### config.mk
export PLATFORM = sky130hd
export DESIGN_NAME = osd_update_sched
export DESIGN_NICKNAME = d
export VERILOG_FILES = /design/src/rtl/osd_pkg.sv /design/src/rtl/osd_req_arbiter.sv /design/src/rtl/osd_update_sched.sv
export SDC_FILE = /design/constraint.sdc
export NUM_CORES = 1
export LEC_CHECK = 0
export ABC_CLOCK_PERIOD_IN_PS = 4390
export BUFFER_PORTS_ARGS = -buffer_cell sky130_fd_sc_hd__buf_2
export CAP_MARGIN = 20
export CORE_ASPECT_RATIO = 1.25
export CORE_MARGIN = 2
export CORE_UTILIZATION = 35
export CTS_CLUSTER_DIAMETER = 30
export DETAILED_ROUTE_END_ITERATION = 6
export GPL_TIMING_DRIVEN = 0
export SYNTH_ARGS = -nofsm -noshare
export SYNTH_HDL_FRONTEND = slang
export SYNTH_HIERARCHICAL = 1
export SYNTH_SLANG_ARGS = --single-unit
### constraint.sdc
create_clock -name clk_i -period 4.39 [get_ports clk_i]
set_input_delay 0.878 -clock clk_i [delete_from_list [all_inputs] [get_ports clk_i]]
set_output_delay 0.878 -clock clk_i [all_outputs]
set_load 0.05 [all_outputs]
### src/rtl/osd_pkg.sv
// Shared OSD scheduler types: FSM state encoding, config word bit positions and register map.
// No logic of its own.
package osd_pkg;
    typedef enum logic [2:0] {
        ST_IDLE,
        ST_COLLECT,
        ST_WRWORD,
        ST_WRCFG,
        ST_CLOSE
    } osd_state_e;

    localparam int RENDER_EN      = 0;
    localparam int STATUS_REFRESH = 1;
    localparam int MENU_ACTIVE    = 2;

    localparam logic [3:0] OSD_CONFIG_REGNUM = 4'd0;
endpackage

### src/rtl/osd_req_arbiter.sv
// Combinational requester picker: fixed req0 > req1, or round-robin under OSD_SCHED_ROUND_ROBIN_EN.
// Zero latency; never stalls, only chooses among requesters that are valid this cycle.
module osd_req_arbiter (
    input  logic [1:0] req_i,
    input  logic       last_i,   // high when requester 1 was granted most recently
    output logic [1:0] gnt_o
);
`ifdef OSD_SCHED_ROUND_ROBIN_EN
    always_comb begin
        gnt_o = req_i;
        if (req_i == 2'b11) begin
            gnt_o = last_i ? 2'b01 : 2'b10;
        end
    end
`else
    logic unused_last;
    assign unused_last = last_i;

    always_comb begin
        gnt_o = 2'b00;
        if (req_i[0]) begin
            gnt_o = 2'b01;
        end else if (req_i[1]) begin
            gnt_o = 2'b10;
        end
    end
`endif
endmodule

### src/rtl/osd_update_sched.sv
// OSD update scheduler: packs granted requester's characters into words, writes them then the config word over Avalon-MM.
// Word write is issued 1 cycle after its 4th char and held on waitrequest; OSD_SCHED_ROUND_ROBIN_EN selects round-robin arbitration.
module osd_update_sched
    import osd_pkg::*;
#(
    parameter int CHAR_COLS = 16,
    parameter int CHAR_ROWS = 2,
    localparam int RW = (CHAR_ROWS > 1) ? $clog2(CHAR_ROWS) : 1
) (
    input  logic            clk_i,
    input  logic            rst_i,
    input  logic [1:0]      req_valid,
    output logic [1:0]      req_ready,
    input  logic [15:0]     req_data,
    input  logic [2*RW-1:0] req_row,
    input  logic            menu_close,
    input  logic [31:0]     cfg_base,
    output logic [3:0]      avm_address,
    output logic [31:0]     avm_writedata,
    output logic [3:0]      avm_byteenable,
    output logic            avm_write,
    input  logic            avm_waitrequest_n,
    output logic [1:0]      grant,
    output logic            busy
);
    localparam int WORDS = CHAR_COLS / 4;
    localparam int WW    = (WORDS > 1) ? $clog2(WORDS) : 1;

    osd_state_e    state_q, state_d;
    logic [1:0]    grant_q, grant_d;
    logic [RW-1:0] row_q, row_d;
    logic [1:0]    byte_q, byte_d;
    logic [WW-1:0] word_q, word_d;
    logic [31:0]   wdata_q, wdata_d;
    logic          close_pending_q, close_pending_d;
    logic          menu_active_q, menu_active_d;
    logic          last_q, last_d;
    logic [1:0]    arb_gnt;
    logic [7:0]    char_in;
    logic [31:0]   addr_full;
    logic          unused_addr_hi;

    osd_req_arbiter u_arb (
        .req_i  (req_valid),
        .last_i (last_q),
        .gnt_o  (arb_gnt)
    );

    assign char_in        = grant_q[1] ? req_data[15:8] : req_data[7:0];
    assign addr_full      = 32'(row_q) * 32'(WORDS) + 32'(word_q) + 32'd1;
    assign unused_addr_hi = ^addr_full[31:4];
    assign busy           = (state_q != ST_IDLE);
    assign grant          = (state_q == ST_COLLECT || state_q == ST_WRWORD || state_q == ST_WRCFG)
                            ? grant_q : 2'b00;

    always_comb begin
        state_d         = state_q;
        grant_d         = grant_q;
        row_d           = row_q;
        byte_d          = byte_q;
        word_d          = word_q;
        wdata_d         = wdata_q;
        close_pending_d = close_pending_q | menu_close;
        menu_active_d   = menu_active_q;
        last_d          = last_q;
        req_ready       = 2'b00;
        avm_write       = 1'b0;
        avm_address     = 4'd0;
        avm_writedata   = 32'd0;
        avm_byteenable  = 4'd0;
        case (state_q)
            ST_IDLE: begin
                // A close seen this very cycle already outranks any requester
                if (close_pending_q || menu_close) begin
                    state_d = ST_CLOSE;
                end else if (|arb_gnt) begin
                    state_d = ST_COLLECT;
                    grant_d = arb_gnt;
                    last_d  = arb_gnt[1];
                    row_d   = arb_gnt[1] ? req_row[2*RW-1:RW] : req_row[RW-1:0];
                    byte_d  = 2'd0;
                    word_d  = '0;
                end
            end
            ST_COLLECT: begin
                req_ready = grant_q;
                if (|(req_valid & grant_q)) begin
                    wdata_d[8*byte_q +: 8] = char_in;
                    byte_d = byte_q + 2'd1;
                    if (byte_q == 2'd3) begin
                        state_d = ST_WRWORD;
                    end
                end
            end
            ST_WRWORD: begin
                avm_write      = 1'b1;
                avm_byteenable = 4'hF;
                avm_address    = addr_full[3:0];
                avm_writedata  = wdata_q;
                if (avm_waitrequest_n) begin
                    if (word_q == WW'(WORDS - 1)) begin
                        state_d = ST_WRCFG;
                        word_d  = '0;
                    end else begin
                        state_d = ST_COLLECT;
                        word_d  = word_q + WW'(1);
                    end
                end
            end
            ST_WRCFG: begin
                avm_write      = 1'b1;
                avm_byteenable = 4'hF;
                avm_address    = OSD_CONFIG_REGNUM;
                if (grant_q[0]) begin
                    avm_writedata = cfg_base | (32'd1 << RENDER_EN) | (32'd1 << MENU_ACTIVE);
                end else begin
                    avm_writedata = cfg_base | (32'd1 << RENDER_EN) | (32'd1 << STATUS_REFRESH);
                    avm_writedata[MENU_ACTIVE] = menu_active_q;
                end
                if (avm_waitrequest_n) begin
                    state_d = ST_IDLE;
                    if (grant_q[0]) begin
                        menu_active_d = 1'b1;
                    end
                end
            end
            ST_CLOSE: begin
                avm_write      = 1'b1;
                avm_byteenable = 4'hF;
                avm_address    = OSD_CONFIG_REGNUM;
                avm_writedata  = (cfg_base | (32'd1 << RENDER_EN)) & ~(32'd1 << MENU_ACTIVE);
                if (avm_waitrequest_n) begin
                    state_d         = ST_IDLE;
                    menu_active_d   = 1'b0;
                    // A fresh pulse landing on the completion cycle stays pending
                    close_pending_d = menu_close;
                end
            end
            default: state_d = ST_IDLE;
        endcase
    end

    always_ff @(posedge clk_i) begin
        if (rst_i) begin
            state_q         <= ST_IDLE;
            grant_q         <= 2'b00;
            row_q           <= '0;
            byte_q          <= 2'd0;
            word_q          <= '0;
            wdata_q         <= 32'd0;
            close_pending_q <= 1'b0;
            menu_active_q   <= 1'b0;
            last_q          <= 1'b1;
        end else begin
            state_q         <= state_d;
            grant_q         <= grant_d;
            row_q           <= row_d;
            byte_q          <= byte_d;
            word_q          <= word_d;
            wdata_q         <= wdata_d;
            close_pending_q <= close_pending_d;
            menu_active_q   <= menu_active_d;
            last_q          <= last_d;
        end
    end
endmodule

# [Word level (Yosys, flattened, before mapping)]
# Index checks and enable logic that the tools add are counted.
[totals] out_inout_bits=46 mem_count=0 romBits=0 register_bits=44 mem_bits_rw=0 inputBits=56 latchBits=0
[op_classes] n_mux=33 n_eq_ne=16 multipliers=0 n_bitwise=3 div=0 n_reduce_logical=18 shift=2 add_sub_neg=5 n_lt_le_gt_ge=0
[ops] operator="32-bit one-hot mux with 3 select lines" n=1
[ops] operator="5-bit negation with 34-bit output" n=1
[ops] operator="8-bit by 34-bit variable shift with 32-bit output, first input constant" n=1
[ops] operator="8-bit by 34-bit variable part select with 32-bit output" n=1
[ops] operator="32-bit bitwise mux" n=1
[ops] operator="3-bit two-way mux" n=7
[ops] operator="2-bit two-way mux" n=10
[ops] operator="2-bit != test, second input constant" n=6
[ops] operator="3-bit one-hot mux with 4 select lines" n=1
[ops] operator="4-bit AND reduction" n=3
[ops] operator="4-bit two-way mux" n=2
[ops] operator="8-bit two-way mux" n=1
[ops] operator="2-bit one-hot mux with 2 select lines" n=2
[ops] operator="1-bit two-way mux" n=7
[ops] operator="3-bit by 2-bit equality test with 1-bit output, second input constant" n=2
[ops] operator="2-bit by 1-bit != test with 1-bit output, second input constant" n=3
[ops] operator="2-bit nonzero test" n=3
[ops] operator="2-bit OR reduction" n=3
[ops] operator="5-bit AND reduction" n=1
[ops] operator="2-bit by 1-bit adder with 2-bit output, second input constant" n=2
[ops] operator="3-bit by 2-bit adder with 4-bit output" n=1
[ops] operator="4-bit by 1-bit adder with 4-bit output, second input constant" n=1
[ops] operator="2-bit equality test, second input constant" n=2
[ops] operator="3-bit by 1-bit equality test with 1-bit output, second input constant" n=1
[ops] operator="other kinds (12)" n=14

# [Logic depth before layout (Yosys ltp)]
# Gate-level depths: netlist of run 1.
[logic_depth] ltp_word=6 depth_mapped=6 depth_no_buf=6

# [Hierarchy]
# The synthesis of run 1 kept the hierarchy.
[modules_own_cells] mod="osd_update_sched" area_each_um2=2407.3 cells_per_inst=266 n_inst=1
[modules_own_cells] mod="osd_req_arbiter" area_each_um2=21.3 cells_per_inst=2 n_inst=1

# [Worst setup path before layout of run 1]
# Ideal clock, no wire load.
[synth_path] path_kind="input -> output" start="input port cfg_base[1]" end="output port avm_writedata[1]" path_buffers=0 cell_stages=2 setup_slack_ps=1478 arrival_ps=2034 path_cell_list="o22ai_1 o21ai_0"
[synth_via] elab_chain_len=2
[synth_rtl] item="from (decl)" line_no="osd_update_sched.sv:17" source="input logic [31:0] cfg_base,"
[synth_rtl] item="3-bit two-way mux" line_no="osd_update_sched.sv:114" source="if (grant_q[0]) begin"
[synth_rtl] item="32-bit one-hot mux with 3 select lines (*)" line_no="osd_update_sched.sv:71" source="case (state_q)"
[synth_rtl] item="to (decl)" line_no="osd_update_sched.sv:19" source="output logic [31:0] avm_writedata,"
# Every way passes the cells marked *; elsewhere a longest branch is shown, timed or not.

# [Worst setup path in the final report of run 1]
[layout_path] start="register state_q[1]" end="output port avm_address[1]"
[layout_via] elab_chain_len=2
[layout_rtl] item="from (decl)" line_no="osd_update_sched.sv:29" source="osd_state_e state_q, state_d;"
[layout_rtl] item="from (signal assigned)" line_no="osd_update_sched.sv:155" source="state_q <= state_d;"
[layout_rtl] item="3-bit by 2-bit equality test with 1-bit output" line_no="osd_update_sched.sv:71"
[layout_rtl] item="4-bit two-way mux" line_no="osd_update_sched.sv:71"
[layout_rtl] item="to (decl)" line_no="osd_update_sched.sv:18" source="output logic [3:0] avm_address,"
# No other way between the ends.

==> results.cfg, run 1 <==
[floorplan]
io_pins = 102
die_h_um = 96.5
die_w_um = 78.0
coreArea_um2 = 6610
die_area_um2 = 7530
rows = 33
start_util = 0.363

[global_route]
grt_pass1_vias = 2237
grt_start_max_net_pins = 14
track_usage = 0.187
grt_pass1_wl_um = 11000
antenna_found_initial = 0
grt_overflow = 0

[detailed_routing]
vias = 2369
wire_per_inst_um = 15.1
viasPerCell = 5.17
first_pass_iters = 5
wl_um = 6940
drt_iter0_drc = 93
ant_nets = 0
drc = 0

[timing]
fmax_mhz = 313
fin_crit_ns = 3.20
fin_crit_sh = 0.728
worst_pin_slew_ns = 0.637
rsz0062_at_grt = false
setup_tns_ns = 0
setup_viol = 0
hold_violations = 0
max_slew_margin = 0.563
skew_ns = 0.00838
slew_violations = 0

[critical_path]
worstPathCellList = nor3b_2 > clkbuf_1 > and2_1 > buf_4 > buf_2
required_ns = 3.51
r2r-end = wdata_q[20]
max_stage_delay_ns = 0.57
worstReg2RegStart = byte_q[0]
crit_type = flop to output pin
reg2regPathDepth = 5
cp_slowest_cell = nor3b_2
r2r_setup_slack_ns = 2.45
crit_fanout = 10
cp.arrival_ns = 2.32
end_kind = output pin
crit_path_start_kind = flop

[power_and_ir_drop]
p_seq_frac = 0.396
p_int_mw = 0.639
p_leak_nw = 1.37
p_switching_mw = 0.403
power.share.clock = 0.253
combPwrFrac = 0.351
peakVddDrop_mv = 0.150
finalPower_mw = 1.04
p_per_area_nw_per_um2 = 337
swShare = 0.387

[logic_synthesis]
synthCells = 265
yosysWarnings = 6
synth_area_um2 = 2400
synthesis.nets = 328
syn_avg_cell_area_um2 = 9.05

[clocking]
numClockSinks = 44
cts.repair.resized = 0
cts.clk_slew.worst_paths_ns = 0.08
cts.htree.levels = 2
clk_latency_ns = 0.30
clockRootBuffer = clkbuf_8
hold_buffers = 0
cts_made_buffers = 5
post_cts_buffers = 0
cts_tree = built
max-clock-path-buffers = 2

[hold_path]
worstHoldStart = wdata_q[6]
hold_class = flop to flop
min_to = wdata_q[6]
worstHoldPathCells = 2

[cells_and_area]
diodes = 0
fillers = 703
syn_to_final_growth_pct = 28.9
final_cell_count_no_fill = 458
drive_gt1_frac = 0.353
fin_util = 0.468
fin_nets = 433
final_cell_area_um2 = 3090
multi_input_area_um2 = 1360
seqCellArea_um2 = 881

[placement]
numPortBuffers = 98
dp.cells = 450
hpwl_um = 5230
dpl_cell_area_um2 = 3000
gp_congestion = 0.914

[job]
cap_violations = 0

[status]
status = completed
[placed cells by master (no fill, tap or decap), types with 2 or more instances in the layout]
master       n
ha_1         7
nand2_1     30
a211oi_1     2
mux2i_1      9
a21oi_1     27
o21ai_0      3
buf_2      101
nand3_1      8
nor3b_1      4
inv_1        3
buf_4        7
o2bb2ai_1   16
clkbuf_1    10
or3_1       18
dfxtp_1     44
a21oi_2      2
nor3_1       5
nor2_1       7
nand3_4      2
clkbuf_8     6
and2_1       5
a22o_1      30
buf_6        3
[per-stage QoR]
stage	hold WS, ns	setup WS [ns]
floorplan	0.428	1.48
global placement	0.447	1.52
detailed placement	0.449	1.50
CTS	0.464	1.17
global route	0.476	0.974
finish	0.460	1.19
[layer usage]
metal | vias to the layer above | wire [um] | GRT usage
met2 | 94 | 3290 | 0.333
met4 | 0 | 96 | 0.0643
met1 | 1073 | 3120 | 0.225
met3 | 8 | 429 | 0.0381
li1 | 1194 | - | -
met5 | - | 0 | 0
[how the worst max path moves through the flow]
stage,start,to,slack (ns),cells after the start
after detailed placement,state_q[1],avm_address[1],1.50,5
after global routing,state_q[1],avm_address[1],0.97,5
after floorplan,cfg_base[1],avm_writedata[1],1.48,2
after global placement,state_q[1],avm_address[1],1.52,5
final,state_q[1],avm_address[1],1.19,5
after CTS,state_q[1],avm_address[1],1.17,5
[worst max-delay path: cells and delay by family, from the launching register on]
kind / cells / cell delay, ns
DFF: 1 / 0.51
and+or+nand+nor: 2 / 0.76
buffers and inverters: 3 / 0.75
[state kept, by name, summed over array words and instances (netlist names)]
register         flops
wdata_q             32
state_q              3
byte_q               2
grant_q              2
word_q               2
close_pending_q      1
menu_active_q        1
row_q                1
[power by group through the flow]
stage | Combinational, mW | Sequential (mW) | Clock (mW)
floorplan | 0.275 | 0.420 | 0
global placement | 0.366 | 0.422 | 0
detailed placement | 0.366 | 0.422 | 0
CTS | 0.367 | 0.413 | 0.272
global route | 0.389 | 0.414 | 0.285
finish | 0.366 | 0.413 | 0.263
[layout make-up]
type,instances,share of cell area
buffer,23,0.0449
inverter,4,0.00486
clock buffer,7,0.0279
timing repair buffer,98,0.159
clock inverter,1,0.00243
sequential,44,0.285
tap,87,0.0352
multi-input combinational,194,0.441
(Power assumes the default switching activity.)
==> inputs of run 2 (changes only) <==
- ABC_AREA: default -> 1
- ABC_CLOCK_PERIOD_IN_PS: 4390 -> 2700
- clock period: 4.39 -> 2.7 ns (I/O delays scaled with it)
==> run 2 against run 1 <==
  * Sequential power increased by 77%
  * Flip-flop and latch count unchanged
  * First-iteration DRC count grew 22%
  * Die area rose by 10%
  * Area after synthesis grew 11%
  * Wire length is 3.8% higher
  * Register-to-register slack got worse by 2.0 ns
  * Cell count increased by 28%
  * Largest power group is now combinational cells
==> results.cfg, run 2 <==
[detailed_routing]
drc = 0
viasPerCell = 4.68
vias = 2750
drt_iter0_drc = 113
ant_nets = 0
wire_per_inst_um = 12.3
first_pass_iters = 4
wl_um = 7200

[cells_and_area]
multi_input_area_um2 = 1500
mostFrequentLayoutCells = nand2_1 (113), buf_2 (103), dfxtp_1 (44), nor2_1 (38), a21oi_1 (35)
fin_nets = 557
syn_to_final_growth_pct = 26.8
top_regs = wdata_q (32), state_q (3)
drive_gt1_frac = 0.307
diodes = 0
final_common_cell = nand2_1
largest_register_ffs = 32
final_cell_count_no_fill = 587
seqCellArea_um2 = 881
regMostFlops = wdata_q
fin_util = 0.458
fillers = 815

[clocking]
clockRootBuffer = clkbuf_8
cts_tree = built
cts.clk_slew.worst_paths_ns = 0.09
cts.htree.levels = 2
numClockSinks = 44
cts_made_buffers = 5
max-clock-path-buffers = 2
hold_buffers = 0
clk_latency_ns = 0.30
cts.repair.resized = 0
post_cts_buffers = 0

[logic_synthesis]
synthesis.nets = 451
syn_avg_cell_area_um2 = 6.85
synth_area_um2 = 2660
synthCells = 388
yosysWarnings = 6

[critical_path]
worstReg2RegStart = byte_q[0]
crit_fanout = 10
end_kind = output pin
required_ns = 2.16
cp-endpoint = avm_byteenable[0]
r2r_setup_slack_ns = 0.44
worstSetupStartpoint = state_q[0]
r2r-end = wdata_q[7]
crit_path_start_kind = flop
crit_type = flop to output pin
reg2regPathDepth = 8
cp.arrival_ns = 1.98

[floorplan]
die_w_um = 81.9
io_pins = 102
coreArea_um2 = 7360
start_util = 0.361
die_area_um2 = 8310
die_h_um = 101
rows = 35

[job]
cap_violations = 0

[global_route]
grt_pass1_vias = 2594
antenna_found_initial = 0
grt_overflow = 0
grt_util_met1 = 0.237
track_usage = 0.183
grt_pass1_wl_um = 11900
grt_use_met3 = 0.0303
use_met2 = 0.309
grt_start_max_net_pins = 15
grt.busiest_layer = met2

[timing]
rsz0062_at_grt = false
hold_violations = 0
max_slew_margin = 0.663
fmax_mhz = 397
skew_ns = 0.0120
setup_ws_ns = 0.182
setup_viol = 0
worst_pin_slew_ns = 0.506
slew_violations = 0
fin_crit_ns = 2.52
fin_crit_sh = 0.932
setup_tns_ns = 0

[power_and_ir_drop]
combPwrFrac = 0.590
p_leak_nw = 1.59
p_per_area_nw_per_um2 = 846
p_seq_frac = 0.256
peakVddDrop_mv = 0.947
swShare = 0.536
finalPower_mw = 2.85
power.share.clock = 0.154
p_switching_mw = 1.53
p_int_mw = 1.32

[hold_path]
hold_class = flop to flop

[status]
status = completed

[placement]
dpl_worst_slack_ns = 0.414
gp_congestion = 0.869
numPortBuffers = 99
hpwl_um = 5670
dp.cells = 579
==> run 2: final cells by class <==
class                      instances  share of cell area
multi-input combinational        283               0.446
sequential                        44               0.262
clock inverter                     2             0.00446
timing repair buffer              99               0.147
clock buffer                       6              0.0245
tap                               92              0.0342
buffer                            20              0.0364
inverter                          41              0.0457
==> run 2: worst min-delay path by stage <==
stage	from	to	slack [ns]	depth (start not counted)
final	wdata_q[23]	wdata_q[23]	0.46	2
after global routing	wdata_q[18]	wdata_q[18]	0.49	2
after global placement	wdata_q[7]	wdata_q[7]	0.44	2
after CTS	wdata_q[7]	wdata_q[7]	0.46	2
after floorplan	wdata_q[22]	wdata_q[22]	0.43	2
after detailed placement	wdata_q[7]	wdata_q[7]	0.45	2
==> run 2: worst max-delay path, stage by stage (launching register included) <==
cell and delay (ns):
dfxtp_1 0.43, nand3_1 0.22, nand2_1 0.24, buf_4 0.24, inv_2 0.05, nand2_1 0.13, buf_4 0.13, buf_2 0.25
==> run 2: layer usage <==
metal,vias to the layer above,share of wire,wire (um)
met3,2,0.062,446
li1,1464,-,-
met2,86,0.48,3430
met1,1198,0.45,3280
met5,-,0,0
met4,0,0.0071,51
==> run 2: power by group through the flow <==
stage | clock network [mW] | logic (mW) | registers, mW
2_1_floorplan | 0 | 1.32 | 0.737
3_5_place_dp | 0 | 1.69 | 0.745
3_3_place_gp | 0 | 1.68 | 0.743
6_report | 0.439 | 1.68 | 0.730
4_1_cts | 0.448 | 1.69 | 0.729
5_1_grt | 0.477 | 1.83 | 0.738
==> run 2: through the flow <==
step,instance area [um^2],hold WS (ns)
detailed placement,3270,0.447
finish,3370,0.459
CTS,3360,0.461
global placement,3270,0.445
floorplan,2660,0.425
global route,3370,0.486
==> inputs of run 3 (changes only) <==
- ABC_AREA: 1 -> default
==> run 3 against run 2 <==
  * Setup slack got worse by 0.10 ns
  * Worst hold slack improved by 0.0018 ns
  * Clock power decreased by 2%
  * Critical endpoint is now avm_writedata[9]
  * Via count decreased by 13%
  * Utilization increased by 1.5 points
  * Die area decreased by 9.3%
  * Fmax decreased by 3.9%
  * Flip-flop and latch count unchanged
==> results.cfg, run 3 (synthesis gave the netlist of run 1 again) <==
[power_and_ir_drop]
peakVddDrop_mv = 0.256
combPwrFrac = 0.354
finalPower_mw = 1.71
p_per_area_nw_per_um2 = 546
p_leak_nw = 1.39
p_switching_mw = 0.661
swShare = 0.387
p_int_mw = 1.05
power.share.clock = 0.253
p_seq_frac = 0.393

[detailed_routing]
first_pass_iters = 4
drc = 0
vias = 2391
viasPerCell = 5.20
wire_per_inst_um = 15.3
wl_um = 7020
drt_iter0_drc = 74
ant_nets = 0

[floorplan]
die_area_um2 = 7530
rows = 33
start_util = 0.363
coreArea_um2 = 6610
die_h_um = 96.5
die_w_um = 78.0
io_pins = 102

[clocking]
cts_made_buffers = 5
clockRootBuffer = clkbuf_8
numClockSinks = 44
cts_tree = built
clk_latency_ns = 0.30
max-clock-path-buffers = 2
cts.clk_slew.worst_paths_ns = 0.08
cts.htree.levels = 2

[critical_path]
crit_path_start_kind = flop
crit_type = flop to output pin
r2r_setup_slack_ns = 0.73
cp.arrival_ns = 2.08
worstReg2RegStart = byte_q[0]
required_ns = 2.16
r2r-end = wdata_q[20]
end_kind = output pin
reg2regPathDepth = 5
crit_fanout = 10

[status]
status = completed

[cells_and_area]
syn_to_final_growth_pct = 30.3
largest_register_ffs = 32
fillers = 700
final_common_cell = buf_2
regMostFlops = wdata_q
drive_gt1_frac = 0.370
mostFrequentLayoutCells = buf_2 (100), dfxtp_1 (44), nand2_1 (30), a22o_1 (30), a21oi_1 (27)
fin_nets = 435
diodes = 0
top_regs = wdata_q (32), state_q (3)

[global_route]
grt_pass1_wl_um = 11000
grt_use_met3 = 0.0390
grt_overflow = 0
antenna_found_initial = 0
grt_start_max_net_pins = 14
track_usage = 0.186
grt_pass1_vias = 2249
use_met2 = 0.331
grt.busiest_layer = met2
grt_util_met1 = 0.223

[job]
cap_violations = 0

[timing]
max_slew_margin = 0.569
hold_violations = 0
fmax_mhz = 382
slew_violations = 0
skew_ns = 0.00852
setup_ws_ns = 0.0809
fin_crit_ns = 2.62
setup_tns_ns = 0
setup_viol = 0
worst_pin_slew_ns = 0.629
hold_ws_ns = 0.460
rsz0062_at_grt = false
fin_crit_sh = 0.970

[placement]
dpl_worst_slack_ns = 0.146
hpwl_um = 5230
gp_congestion = 0.914
numPortBuffers = 98

[hold_path]
min_to = wdata_q[7]
worstHoldPathCells = 2
worstHoldStart = wdata_q[7]
hold_class = flop to flop
## run 3: cell types whose count changed in the layout (fill, tap and decap cells not counted), moves of 8 or more
cell and change:
nand2_1 -83, nor2_1 -31, inv_1 -30, o21ai_1 -18, or3_1 +18, o2bb2ai_1 +16
a22o_1 +14, o21ai_0 -13, a21oi_2 -10, a21oi_1 -8, mux2i_1 +8
## run 3: critical path, stage by stage, from the launching register on
cell and delay [ns]:
dfxtp_1 0.30, buf_4 0.15, or3b_2 0.50, nand2_1 0.16, clkbuf_2 0.26, a22o_1 0.16, buf_2 0.25
## run 3: layout make-up
| class | count | area (um^2) | share of cell area |
|---|---|---|---|
| flip-flops and latches | 44 | 881 | 0.282 |
| multi-input cells | 194 | 1370 | 0.438 |
| plain buffers | 23 | 148 | 0.0473 |
| repair buffers | 100 | 508 | 0.163 |
| inverters | 4 | 15.0 | 0.00481 |
| clock buffers | 7 | 86.3 | 0.0276 |
| clock inverters | 1 | 7.51 | 0.00240 |
| well taps | 87 | 109 | 0.0349 |
## run 3: per-layer routing
metal,share of wire,up-vias
li1,-,1200
met5,0,-
met2,0.47,98
met1,0.45,1083
met4,0.017,0
met3,0.065,10
## run 3: what timing repair did
item / CTS / global route
endpoints found under the hold margin: 0 / 0
resized for setup: 6 / 3
setup buffers: 0 / 2
hold buffers: 0 / 0
endpoints found under the setup margin: 29 / 11
cloned: 0 / 0
## run 3: worst max-delay path by stage
stage	startpoint	end	slack, ns
after global routing	state_q[0]	avm_writedata[25]	0.002
after global placement	state_q[1]	avm_address[1]	0.17
after CTS	state_q[2]	avm_writedata[8]	0.02
after detailed placement	state_q[1]	avm_address[1]	0.15
after floorplan	state_q[0]	grant[0]	0.23
final	state_q[0]	avm_writedata[9]	0.08
## run 3: through the flow
stage	area, um^2	cells	utilization
4_1_cts	3100	458	0.470
2_1_floorplan	2400	265	-
6_report	3120	460	0.473
3_3_place_gp	3000	450	0.454
3_5_place_dp	3000	450	0.454
5_1_grt	3120	460	0.473
## run 3: power by group through the flow
stage / registers [mW] / clock network [mW] / logic [mW]
detailed placement: 0.687 / 0 / 0.595
floorplan: 0.683 / 0 / 0.448
global placement: 0.687 / 0 / 0.595
global route: 0.673 / 0.464 / 0.641
finish: 0.671 / 0.431 / 0.604
CTS: 0.672 / 0.443 / 0.602
